--- src/rtl/note_pkg.sv ---
// Shared slot-state encoding and default playfield geometry for the note pool.
package note_pkg;

  typedef enum logic [1:0] {
    ST_IDLE = 2'd0,
    ST_FALL = 2'd1,
    ST_HIT  = 2'd2,
    ST_MISS = 2'd3
  } slot_st_t;

  localparam int unsigned SCREEN_H  = 480;
  localparam int unsigned SQ_SIZE   = 32;
  localparam int unsigned X_BASE    = 192;
  localparam int unsigned COL_PITCH = 64;
  localparam int unsigned HIT_Y     = 416;
  localparam int unsigned HIT_WIN   = 24;

endpackage

--- src/rtl/note_pool_if.sv ---
// Note pool bus: sequencer/button requests in, packed rectangles, slot states and events out.
interface note_pool_if #(
  parameter int unsigned NOTES   = 4,
  parameter int unsigned COL_W   = 2,
  parameter int unsigned SPEED_W = 8,
  parameter int unsigned COORD_W = 12
);
  logic                     i_ani_stb;
  logic                     i_animate;
  logic                     i_spawn;
  logic [COL_W-1:0]         i_spawn_col;
  logic [SPEED_W-1:0]       i_speed;
  logic                     i_hit;
  logic [COL_W-1:0]         i_hit_col;
  logic [NOTES*COORD_W-1:0] o_x1;
  logic [NOTES*COORD_W-1:0] o_x2;
  logic [NOTES*COORD_W-1:0] o_y1;
  logic [NOTES*COORD_W-1:0] o_y2;
  logic [NOTES*2-1:0]       o_state;
  logic                     o_full;
  logic                     o_hit;
  logic                     o_miss;
  logic                     o_drop;
  logic                     o_bad;

  modport master (
    output i_ani_stb, i_animate, i_spawn, i_spawn_col, i_speed, i_hit, i_hit_col,
    input  o_x1, o_x2, o_y1, o_y2, o_state, o_full, o_hit, o_miss, o_drop, o_bad
  );

  modport slave (
    input  i_ani_stb, i_animate, i_spawn, i_spawn_col, i_speed, i_hit, i_hit_col,
    output o_x1, o_x2, o_y1, o_y2, o_state, o_full, o_hit, o_miss, o_drop, o_bad
  );
endinterface

--- src/rtl/note_slot.sv ---
// One falling-note slot: state FSM, rectangle coordinates, latched lane and speed.
module note_slot
  import note_pkg::*;
#(
  parameter int unsigned COL_W     = 2,
  parameter int unsigned SPEED_W   = 8,
  parameter int unsigned COORD_W   = 12,
  parameter int unsigned SCREEN_H  = 480,
  parameter int unsigned SQ_SIZE   = 32,
  parameter int unsigned X_BASE    = 192,
  parameter int unsigned COL_PITCH = 64
) (
  input  logic               clk,
  input  logic               rst,
  input  logic               load,
  input  logic [COL_W-1:0]   load_col,
  input  logic [SPEED_W-1:0] load_speed,
  input  logic               step,
  input  logic               judge,
  output slot_st_t           state,
  output logic [COORD_W-1:0] x1,
  output logic [COORD_W-1:0] x2,
  output logic [COORD_W-1:0] y1,
  output logic [COORD_W-1:0] y2,
  output logic [COL_W-1:0]   col,
  output logic               miss
);

  slot_st_t           state_nx;
  logic [COORD_W-1:0] x1_nx, x2_nx, y1_nx, y2_nx, y1_step;
  logic [COL_W-1:0]   col_nx;
  logic [SPEED_W-1:0] spd, spd_nx;

  assign y1_step = y1 + COORD_W'(spd);

  always_ff @(posedge clk) begin
    if (rst) begin
      state <= ST_IDLE;
      x1    <= '0;
      x2    <= '0;
      y1    <= '0;
      y2    <= '0;
      col   <= '0;
      spd   <= '0;
    end else begin
      state <= state_nx;
      x1    <= x1_nx;
      x2    <= x2_nx;
      y1    <= y1_nx;
      y2    <= y2_nx;
      col   <= col_nx;
      spd   <= spd_nx;
    end
  end

  always_comb begin
    state_nx = state;
    x1_nx    = x1;
    x2_nx    = x2;
    y1_nx    = y1;
    y2_nx    = y2;
    col_nx   = col;
    spd_nx   = spd;
    miss     = 1'b0;
    case (state)
      ST_IDLE: begin
        if (load) begin
          state_nx = ST_FALL;
          x1_nx    = COORD_W'(X_BASE) + COORD_W'(load_col) * COORD_W'(COL_PITCH);
          x2_nx    = x1_nx + COORD_W'(SQ_SIZE);
          y1_nx    = '0;
          y2_nx    = COORD_W'(SQ_SIZE);
          col_nx   = load_col;
          spd_nx   = (load_speed == '0) ? SPEED_W'(1) : load_speed;
        end
      end
      ST_FALL: begin
        // A judged note freezes at its pre-step position.
        if (judge) begin
          state_nx = ST_HIT;
        end else if (step) begin
          y1_nx = y1_step;
          y2_nx = y2 + COORD_W'(spd);
          if (y1_step >= COORD_W'(SCREEN_H)) begin
            state_nx = ST_MISS;
            miss     = 1'b1;
          end
        end
      end
      ST_HIT, ST_MISS: begin
        if (step) begin
          state_nx = ST_IDLE;
          x1_nx    = '0;
          x2_nx    = '0;
          y1_nx    = '0;
          y2_nx    = '0;
        end
      end
      default: state_nx = ST_IDLE;
    endcase
  end

endmodule

--- src/rtl/note_pool.sv ---
// Pool of NOTES falling notes: spawn allocation, hit judging and event pulses.
// Build option: NOTE_POOL_BADPRESS_EN enables the o_bad pulse for presses with no candidate.
module note_pool
  import note_pkg::*;
#(
  parameter int unsigned NOTES     = 4,
  parameter int unsigned COL_W     = 2,
  parameter int unsigned SPEED_W   = 8,
  parameter int unsigned COORD_W   = 12,
  parameter int unsigned SCREEN_H  = note_pkg::SCREEN_H,
  parameter int unsigned SQ_SIZE   = note_pkg::SQ_SIZE,
  parameter int unsigned X_BASE    = note_pkg::X_BASE,
  parameter int unsigned COL_PITCH = note_pkg::COL_PITCH,
  parameter int unsigned HIT_Y     = note_pkg::HIT_Y,
  parameter int unsigned HIT_WIN   = note_pkg::HIT_WIN
) (
  input  logic       i_clk,
  input  logic       i_rst,
  note_pool_if.slave bus
);

  localparam logic [COORD_W:0] WIN_LO  = (COORD_W+1)'(HIT_Y - HIT_WIN);
  localparam logic [COORD_W:0] WIN_HI  = (COORD_W+1)'(HIT_Y + HIT_WIN);
  localparam logic [COORD_W:0] SQ_HALF = (COORD_W+1)'(SQ_SIZE / 2);

  slot_st_t           st  [NOTES];
  logic [COORD_W-1:0] x1  [NOTES];
  logic [COORD_W-1:0] x2  [NOTES];
  logic [COORD_W-1:0] y1  [NOTES];
  logic [COORD_W-1:0] y2  [NOTES];
  logic [COL_W-1:0]   col [NOTES];
  logic [NOTES-1:0]   load, judge, miss_ev, idle;
  logic               step, any_idle, judged;

  assign step = bus.i_ani_stb & bus.i_animate;

  for (genvar k = 0; k < NOTES; k++) begin : g_slot
    note_slot #(
      .COL_W    (COL_W),
      .SPEED_W  (SPEED_W),
      .COORD_W  (COORD_W),
      .SCREEN_H (SCREEN_H),
      .SQ_SIZE  (SQ_SIZE),
      .X_BASE   (X_BASE),
      .COL_PITCH(COL_PITCH)
    ) u_slot (
      .clk       (i_clk),
      .rst       (i_rst),
      .load      (load[k]),
      .load_col  (bus.i_spawn_col),
      .load_speed(bus.i_speed),
      .step      (step),
      .judge     (judge[k]),
      .state     (st[k]),
      .x1        (x1[k]),
      .x2        (x2[k]),
      .y1        (y1[k]),
      .y2        (y2[k]),
      .col       (col[k]),
      .miss      (miss_ev[k])
    );
    assign idle[k] = (st[k] == ST_IDLE);
  end

  always_comb begin
    bus.o_x1    = '0;
    bus.o_x2    = '0;
    bus.o_y1    = '0;
    bus.o_y2    = '0;
    bus.o_state = '0;
    for (int unsigned k = 0; k < NOTES; k++) begin
      bus.o_x1[k*COORD_W +: COORD_W] = x1[k];
      bus.o_x2[k*COORD_W +: COORD_W] = x2[k];
      bus.o_y1[k*COORD_W +: COORD_W] = y1[k];
      bus.o_y2[k*COORD_W +: COORD_W] = y2[k];
      bus.o_state[k*2 +: 2]          = st[k];
    end
  end

  assign any_idle   = |idle;
  assign bus.o_full = ~any_idle;

  // Spawn goes to the lowest-index IDLE slot.
  always_comb begin
    logic found;
    found = 1'b0;
    load  = '0;
    for (int unsigned k = 0; k < NOTES; k++) begin
      if (!found && idle[k]) begin
        found   = 1'b1;
        load[k] = bus.i_spawn;
      end
    end
  end

  // Deepest candidate wins; strict '>' keeps the lowest index on a tie.
  always_comb begin
    logic [COORD_W:0]   ctr;
    logic [COORD_W-1:0] best;
    judge  = '0;
    judged = 1'b0;
    best   = '0;
    ctr    = '0;
    for (int unsigned k = 0; k < NOTES; k++) begin
      ctr = {1'b0, y1[k]} + SQ_HALF;
      if (bus.i_hit && st[k] == ST_FALL && col[k] == bus.i_hit_col &&
          ctr >= WIN_LO && ctr <= WIN_HI && (!judged || y1[k] > best)) begin
        judged   = 1'b1;
        best     = y1[k];
        judge    = '0;
        judge[k] = 1'b1;
      end
    end
  end

  always_ff @(posedge i_clk) begin
    if (i_rst) begin
      bus.o_hit  <= 1'b0;
      bus.o_miss <= 1'b0;
      bus.o_drop <= 1'b0;
    end else begin
      bus.o_hit  <= judged;
      bus.o_miss <= |miss_ev;
      bus.o_drop <= bus.i_spawn & ~any_idle;
    end
  end

`ifdef NOTE_POOL_BADPRESS_EN
  always_ff @(posedge i_clk) begin
    if (i_rst) bus.o_bad <= 1'b0;
    else       bus.o_bad <= bus.i_hit & ~judged;
  end
`else
  assign bus.o_bad = 1'b0;
`endif

endmodule

--- src/flat_wrapper.sv ---
// flat-port wrapper written by rule: the top's interface ports become plain ports
module note_pool_flat import note_pkg::*;
#(
  parameter int unsigned NOTES     = 4,
  parameter int unsigned COL_W     = 2,
  parameter int unsigned SPEED_W   = 8,
  parameter int unsigned COORD_W   = 12,
  parameter int unsigned SCREEN_H  = note_pkg::SCREEN_H,
  parameter int unsigned SQ_SIZE   = note_pkg::SQ_SIZE,
  parameter int unsigned X_BASE    = note_pkg::X_BASE,
  parameter int unsigned COL_PITCH = note_pkg::COL_PITCH,
  parameter int unsigned HIT_Y     = note_pkg::HIT_Y,
  parameter int unsigned HIT_WIN   = note_pkg::HIT_WIN
)
  (i_clk, i_rst, bus_i_ani_stb, bus_i_animate, bus_i_spawn, bus_i_spawn_col, bus_i_speed, bus_i_hit, bus_i_hit_col, bus_o_x1, bus_o_x2, bus_o_y1, bus_o_y2, bus_o_state, bus_o_full, bus_o_hit, bus_o_miss, bus_o_drop, bus_o_bad);
  note_pool_if #(.NOTES(NOTES), .COL_W(COL_W), .SPEED_W(SPEED_W), .COORD_W(COORD_W)) bus_i ();
  input  logic i_clk;
  input  logic i_rst;
  input wire logic [$bits(bus_i.i_ani_stb)-1:0] bus_i_ani_stb;
  input wire logic [$bits(bus_i.i_animate)-1:0] bus_i_animate;
  input wire logic [$bits(bus_i.i_spawn)-1:0] bus_i_spawn;
  input wire logic [$bits(bus_i.i_spawn_col)-1:0] bus_i_spawn_col;
  input wire logic [$bits(bus_i.i_speed)-1:0] bus_i_speed;
  input wire logic [$bits(bus_i.i_hit)-1:0] bus_i_hit;
  input wire logic [$bits(bus_i.i_hit_col)-1:0] bus_i_hit_col;
  output wire logic [$bits(bus_i.o_x1)-1:0] bus_o_x1;
  output wire logic [$bits(bus_i.o_x2)-1:0] bus_o_x2;
  output wire logic [$bits(bus_i.o_y1)-1:0] bus_o_y1;
  output wire logic [$bits(bus_i.o_y2)-1:0] bus_o_y2;
  output wire logic [$bits(bus_i.o_state)-1:0] bus_o_state;
  output wire logic [$bits(bus_i.o_full)-1:0] bus_o_full;
  output wire logic [$bits(bus_i.o_hit)-1:0] bus_o_hit;
  output wire logic [$bits(bus_i.o_miss)-1:0] bus_o_miss;
  output wire logic [$bits(bus_i.o_drop)-1:0] bus_o_drop;
  output wire logic [$bits(bus_i.o_bad)-1:0] bus_o_bad;
  assign bus_i.i_ani_stb = bus_i_ani_stb;
  assign bus_i.i_animate = bus_i_animate;
  assign bus_i.i_spawn = bus_i_spawn;
  assign bus_i.i_spawn_col = bus_i_spawn_col;
  assign bus_i.i_speed = bus_i_speed;
  assign bus_i.i_hit = bus_i_hit;
  assign bus_i.i_hit_col = bus_i_hit_col;
  assign bus_o_x1 = bus_i.o_x1;
  assign bus_o_x2 = bus_i.o_x2;
  assign bus_o_y1 = bus_i.o_y1;
  assign bus_o_y2 = bus_i.o_y2;
  assign bus_o_state = bus_i.o_state;
  assign bus_o_full = bus_i.o_full;
  assign bus_o_hit = bus_i.o_hit;
  assign bus_o_miss = bus_i.o_miss;
  assign bus_o_drop = bus_i.o_drop;
  assign bus_o_bad = bus_i.o_bad;
  note_pool #(.NOTES(NOTES), .COL_W(COL_W), .SPEED_W(SPEED_W), .COORD_W(COORD_W), .SCREEN_H(SCREEN_H), .SQ_SIZE(SQ_SIZE), .X_BASE(X_BASE), .COL_PITCH(COL_PITCH), .HIT_Y(HIT_Y), .HIT_WIN(HIT_WIN)) u_core (.i_clk(i_clk), .i_rst(i_rst), .bus(bus_i));
endmodule
--- config.mk ---
export PLATFORM = sky130hd
export DESIGN_NAME = note_pool_flat
export DESIGN_NICKNAME = d
export VERILOG_FILES = /design/src/rtl/note_pkg.sv /design/src/rtl/note_pool_if.sv /design/src/rtl/note_slot.sv /design/src/rtl/note_pool.sv /design/src/flat_wrapper.sv
export SDC_FILE = /design/constraint.sdc
export NUM_CORES = 1
export LEC_CHECK = 0
export CAP_MARGIN = 20
export CORE_MARGIN = 2
export CORE_UTILIZATION = 54
export DETAILED_ROUTE_END_ITERATION = 8
export GPL_TIMING_DRIVEN = 0
export HOLD_SLACK_MARGIN = 0.08
export PLACE_DENSITY = 0.8
export SYNTH_ARGS = -nofsm -noshare
export SYNTH_HDL_FRONTEND = slang
export SYNTH_SLANG_ARGS = --single-unit
--- constraint.sdc ---
create_clock -name i_clk -period 12.2 [get_ports i_clk]
set_input_delay 2.44 -clock i_clk [delete_from_list [all_inputs] [get_ports i_clk]]
set_output_delay 2.44 -clock i_clk [all_outputs]
set_load 0.02 [all_outputs]
# After elaboration in Yosys (flattened, before gate mapping)
# Cells that the tools add are included.
# totals
output_inout_bits	205
in_bits	18
regBits	243
# op_classes
n_eq_ne	40
mux	105
n_reduce_logical	62
bitwise_logic	3
order_cmp	15
addsub	14
# op_table
cell	n
$mux 12	36
$pmux 12 s3	8
$pmux 12 s2	8
$add 12x8->12	8
$add 12x5->13 const B	4
$ge 13x9->1 const B	4
$le 13x9->1 const B	4
$ge 12x9->1 const B	4
$gt 12x12->1	3
$mux 2	18
$reduce_and 4->1	8
$mux 1	28
$ne 2x2->1 const B	13
$ne 3x2->1 const B	8
$pmux 2 s3	4
$logic_and 1x1->1	22
$eq 2x2->1 const B	8
$reduce_and 3->1	4
$add 9x6->10 const B	1
$add 8x8->9 const A	1
$eq 2x1->1 const B	4
$eq 2x2->1	4
$logic_not 2->1	4
$logic_not 8->1	1
other kinds (12)	32

# Depth between registers and ports, before layout
# logic_depth
ltp_word	21
depth_mapped	39
depth_no_buf	34

# Modules after synthesis
# Synthesis repeated with hierarchy kept, for this count alone.
# hier_totals
cells_unflattened	1497
area_unflattened_um2	12116.6
# by_module_without_submodules
mod	area_per_inst_um2	cells_per_inst	instances
note_slot at u_core.g_slot[0].u_slot ...	2511.2	308	3
note_slot at u_core.g_slot[3].u_slot	2546.2	300	1
note_pool	2037.0	273	1

# Worst setup path after synthesis
# Ideal clock, no wire load.
# synth_timing
kind	input -> register
start	in bus_i_hit_col[1]
end	reg u_core.g_slot[3].u_slot.y2[10]
path_slack_ns	2.714
arrival_ns	9.415
n_path_buf	5
stages	35
setup_time_ns	0.071
path_cell_list	buf_2 -> xnor2_1 -> o21ai_0 -> nor4_2 -> o211a_1 -> clkbuf_1 -> nand2_1 -> ha_1 -> nor2b_1 -> o21a_1 -> o21a_1 -> o21ai_0 -> a21oi_1 -> o21a_1 -> clkbuf_1 -> mux2_2 -> ha_1 -> nor2b_1 -> o211ai_1 -> a21oi_1 -> or4_1 -> nand3_1 -> nand2_1 -> buf_1 -> o21a_1 -> ha_1 -> a21o_1 -> a21oi_1 -> o211ai_1 -> o21a_1 -> a311o_1 -> and3_1 -> clkbuf_1 -> or4_1 -> a21oi_1
# synth_via
elab_chain_cells	19
word_cells_on_any_way	37
# synth_lines
element	line	text
start, declared	flat_wrapper.sv:25	input wire logic [$bits(bus_i.i_hit_col)-1:0] bus_i_hit_col;
$eq 2x2->1	note_pool.sv:106	if (bus.i_hit && st[k] == ST_FALL && col[k] == bus.i_hit_col &&
$logic_and 1x1->1 (2 in a row)	note_pool.sv:106	
$logic_and 1x1->1	note_pool.sv:107	ctr >= WIN_LO && ctr <= WIN_HI && (!judged || y1[k] > best)) begin
$mux 12 / $mux 1 (equally long branches)	note_pool.sv:106	
$gt 12x12->1 / $logic_not 1->1 (equally long branches)	note_pool.sv:107	
$logic_or 1x1->1	note_pool.sv:107	
$logic_and 1x1->1	note_pool.sv:107	
$mux 12 / $mux 1 (equally long branches)	note_pool.sv:106	
[... 2 more ...]	--	
$logic_and 1x1->1	note_pool.sv:107	
$mux 12 / $mux 1 (equally long branches)	note_pool.sv:106	
$gt 12x12->1 / $logic_not 1->1 (equally long branches)	note_pool.sv:107	
$logic_or 1x1->1	note_pool.sv:107	
$logic_and 1x1->1 *	note_pool.sv:107	
$mux 4 *	note_pool.sv:106	
$ne 2x2->1 (no source line) *	--	
$reduce_and 4->1 (no source line) *	--	
end signal, assigned	note_slot.sv:50	y2 <= y2_nx;
end, declared	note_slot.sv:24	output logic [COORD_W-1:0] y2,
# Every way passes the cells marked *; elsewhere a longest branch is shown, timed or not.
# A chain may end at the register's enable or synchronous reset.

# Final worst setup path
# layout_timing
start	in bus_i_hit
end	reg u_core.g_slot[0].u_slot.y1[9]
# layout_via
elab_chain_cells	19
word_cells_on_any_way	40
# layout_lines
element	line	text
start, declared	flat_wrapper.sv:24	input wire logic [$bits(bus_i.i_hit)-1:0] bus_i_hit;
$logic_and 1x1->1 (3 in a row)	note_pool.sv:106	
$logic_and 1x1->1	note_pool.sv:107	
$mux 12 / $mux 1 (equally long branches)	note_pool.sv:106	
$gt 12x12->1 / $logic_not 1->1 (equally long branches)	note_pool.sv:107	
$logic_or 1x1->1	note_pool.sv:107	
$logic_and 1x1->1	note_pool.sv:107	
$mux 12 / $mux 1 (equally long branches)	note_pool.sv:106	
$gt 12x12->1 / $logic_not 1->1 (equally long branches)	note_pool.sv:107	
$logic_or 1x1->1	note_pool.sv:107	
$logic_and 1x1->1	note_pool.sv:107	
$mux 12 / $mux 1 (equally long branches)	note_pool.sv:106	
$gt 12x12->1 / $logic_not 1->1 (equally long branches)	note_pool.sv:107	
$logic_or 1x1->1	note_pool.sv:107	
$logic_and 1x1->1	note_pool.sv:107	
$mux 4 *	note_pool.sv:106	
$ne 2x2->1 (no source line) *	--	
$reduce_and 4->1 (no source line) *	--	
end signal, assigned	note_slot.sv:49	y1 <= y1_nx;
end, declared	note_slot.sv:23	output logic [COORD_W-1:0] y1,
# Marks and branches as above.

==> flow_metrics.env <==
export IMPL_rsz0062_at_grt="no"
export IMPL_r2r_cells=36
export IMPL_clock_skew_ns=0.0137
export IMPL_final_nets=1877
export IMPL_root_buffer="clkbuf_16"
export IMPL_critPathMaxFanout=10
export IMPL_setup_viol=0
export IMPL_grtUsageTotal_pct=32.0
export IMPL_clk_pin_slew_ns=0.07
export IMPL_drv_slew=0
export IMPL_gp_congestion=0.984
export IMPL_synthArstFlopShare_pct=0
export IMPL_placed_area_um2=14000
export IMPL_peakVddDrop_v=0.0000777
export IMPL_fmax_mhz=85.8
export IMPL_r2r_slack_ns=2.62
export IMPL_rr_startpoint="u_core.g_slot[0].u_slot.y1[4]$_SDFFE_PP0P_"
export IMPL_grt_pass1_vias=11100
export IMPL_finalSetupTns_ns=0
export IMPL_ys_seq_area_share_pct=27.5
export IMPL_syn_area_um2=11900
export IMPL_htree_num_levels=4
export IMPL_synth_area_per_cell_um2=7.93
export IMPL_initial_core_util_pct=54.7
export IMPL_num_vias=12300
export IMPL_yosys_top_cells_area="dfxtp_1 (28%), ha_1 (12%), a21oi_1 (6.9%)"
export IMPL_clock_sinks=163
export IMPL_rows=54
export IMPL_mostFrequentLayoutCells="nand2_1 (189), a21oi_1 (164), dfxtp_1 (163), clkdlybuf4s50_1 (151), ha_1 (109)"
export IMPL_critPathArrivalTime_ns=11.94
export IMPL_viasPerCell=6.05
export IMPL_crit_path_frequent_cell="a21oi_1"
export IMPL_finalCritPeriodShare_pct=95.6
export IMPL_worstReg2RegEnd="u_core.g_slot[0].u_slot.y1[9]$_SDFFE_PP0P_"
export IMPL_timing_hold_ws_ns=0.465
export IMPL_ys_types=83
export IMPL_crit_type="primary input to flip-flop"
export IMPL_syn_instance_count=1496
export IMPL_die_x_um=152
export IMPL_synth_top_area_share_pct=27.5
export IMPL_tritoncts="yes"
export IMPL_ctsLongestPathBuffers=2
export IMPL_drive_gt1_share_pct=9.23
export IMPL_maxCapViolations=0
export IMPL_drtAntennaViolNets=0
export IMPL_final_common_cell="nand2_1"
export IMPL_dr_pass1_iters=7
export IMPL_port_buffers=151
export IMPL_yosys_area_top_type="dfxtp_1"
export IMPL_slowest_stage="clkdlybuf4s50_1"
export IMPL_worst_pin_slew_ns=1.08
export IMPL_area_growth_pct=23.1
export IMPL_drt_iter0_markers=1379
export IMPL_grt_pass1_wl_um=59700
export IMPL_grt_max_degree=17
export IMPL_antenna_found_initial=1
export IMPL_status="complete, no violations"
export IMPL_coreArea_um2=21700
export IMPL_io_pin_count=223
export IMPL_insertion_delay_ns=0.44
export IMPL_min_to="u_core.g_slot[2].u_slot.x2[5]$_SDFFE_PP0P_"
export IMPL_min_from="u_core.g_slot[2].u_slot.x2[5]$_SDFFE_PP0P_"
export IMPL_crit_path_end_kind="flip-flop"
export IMPL_synth_edf_count=0
export IMPL_hold_viol=0
export IMPL_cp_data_required_time_ns=12.48
export IMPL_yosysWarnings=0
export IMPL_min_path_type="flip-flop to flip-flop"
export IMPL_die_height_um=152
export IMPL_cp_start_kind="primary input"
export IMPL_hold_depth=2
export IMPL_grt_ovfl_total=0
export IMPL_die_area_um2=23200
export IMPL_power_leakage_nw=5.98
export IMPL_final_area_um2=14600
export IMPL_post_route_min_period_ns=11.66
export IMPL_finish_utilization_pct=67.3
export IMPL_wl_per_cell_um=19.1
export IMPL_routed_wl_um=38900
export IMPL_slew_headroom_pct=27.3
export IMPL_ys_flop_type="dfxtp_1"
export IMPL_power_density_nw_per_um2=86.8
export IMPL_ys_seq_elements=163
export IMPL_drc=0
export IMPL_numCtsBuffers=17
export IMPL_max_stage_delay_ns=0.78
export IMPL_dp_hpwl_um=29100
## sequential cells by signal, summed over array words and instances, names as in the netlist
signal / cells
u_core.g_slot.u_slot.x2: 5
u_core.g_slot.u_slot.col: 8
u_core.bus.o_hit: 1
u_core.g_slot.u_slot.state: 8
u_core.g_slot.u_slot.spd: 32
u_core.g_slot.u_slot.y2: 48
u_core.bus.o_miss: 1
u_core.g_slot.u_slot.x1: 11
u_core.bus.o_drop: 1
u_core.g_slot.u_slot.y1: 48
## through the flow
step,std cells,setup WS [ns],power [W]
5_1_grt,2035,0.0695,0.00129
6_report,2036,0.539,0.00127
2_1_floorplan,1572,2.71,0.000667
4_1_cts,2035,0.783,0.00126
3_3_place_gp,2003,0.506,0.000718
3_5_place_dp,2003,0.406,0.000721
## Yosys cell counts, types with 26 or more instances
| cell | n |
|---|---|
| o21ai_0 | 68 |
| xnor2_1 | 26 |
| nand3_1 | 42 |
| dfxtp_1 | 163 |
| or3_1 | 30 |
| inv_1 | 39 |
| buf_4 | 82 |
| or4_1 | 26 |
| nor3_1 | 32 |
| clkbuf_1 | 52 |
| a21o_1 | 29 |
| a21oi_1 | 164 |
| ha_1 | 109 |
| nand2_1 | 189 |
| a31oi_1 | 26 |
| nor2_1 | 93 |
## worst max-delay path, delay by kind of cell
| kind | cells | cell delay [ns] |
|---|---|---|
| adder cells (fa/ha/maj) | 3 | 0.93 |
| multiplexers | 1 | 0.38 |
| AND/OR/NAND/NOR | 9 | 2.59 |
| buffers and inverters | 5 | 2.15 |
| AO/OA/AOI/OAI | 17 | 3.45 |
## routing by layer
| metal | global-route usage [%] | wire (um) | vias up |
|---|---|---|---|
| li1 | - | - | 5810 |
| met1 | 42.8 | 16100 | 5699 |
| met2 | 51.8 | 17400 | 705 |
| met3 | 6.63 | 4200 | 107 |
| met4 | 10.5 | 1260 | 0 |
| met5 | 0 | 0 | - |
## cell type report
class / instances / area (um2)
antenna: 1 / 2.50
buffer: 150 / 906
clock buffer: 17 / 425
clock inverter: 15 / 159
fill: 1854 / 7090
inverter: 39 / 146
multi-input combinational: 1220 / 7830
sequential: 163 / 3260
tap: 280 / 350
timing repair buffer: 151 / 1510
## report_power, final
group	switching, W	internal (W)	total, W	leakage (nW)
clock network	0.000248	0.000304	0.000552	0.285
registers	0.0000108	0.000540	0.000551	1.32
logic	0.000106	0.0000579	0.000164	4.38
total	0.000364	0.000902	0.00127	5.98
## how the worst max path moves through the flow
stage,from,endpoint,slack [ns],cells past startpoint
final,bus_i_hit,u_core.g_slot[0].u_slot.y1[9]$_SDFFE_PP0P_,0.54,35
after floorplan,bus_i_hit_col[1],u_core.g_slot[3].u_slot.y2[10]$_SDFFE_PP0P_,2.71,35
after global placement,bus_i_hit,u_core.g_slot[2].u_slot.y1[7]$_SDFFE_PP0P_,0.51,36
after detailed placement,bus_i_hit,u_core.g_slot[2].u_slot.y1[7]$_SDFFE_PP0P_,0.41,36
after global routing,bus_i_hit,u_core.g_slot[0].u_slot.y2[8]$_SDFFE_PP0P_,0.07,35
after CTS,bus_i_hit,u_core.g_slot[2].u_slot.y1[7]$_SDFFE_PP0P_,0.78,36
## logic make-up after synthesis
group                    Yosys count  synth area share [%]
buffers and inverters            189                  8.88
AND/OR/NAND/NOR                  510                  21.2
XOR/XNOR                          49                  3.62
other                              2                0.0633
multiplexers                      25                  2.22
adder cells (fa/ha/maj)          117                  12.9
AO/OA/AOI/OAI                    441                  23.7
flip-flops                       163                  27.5
## timing repair
item	CTS	global route
hold buffers	0	0
buffers inserted	0	0
hold endpoints to repair	0	0
setup endpoints to repair	0	2
gates resized for setup	0	1
Note: power is estimated with default switching activity, not from simulation.
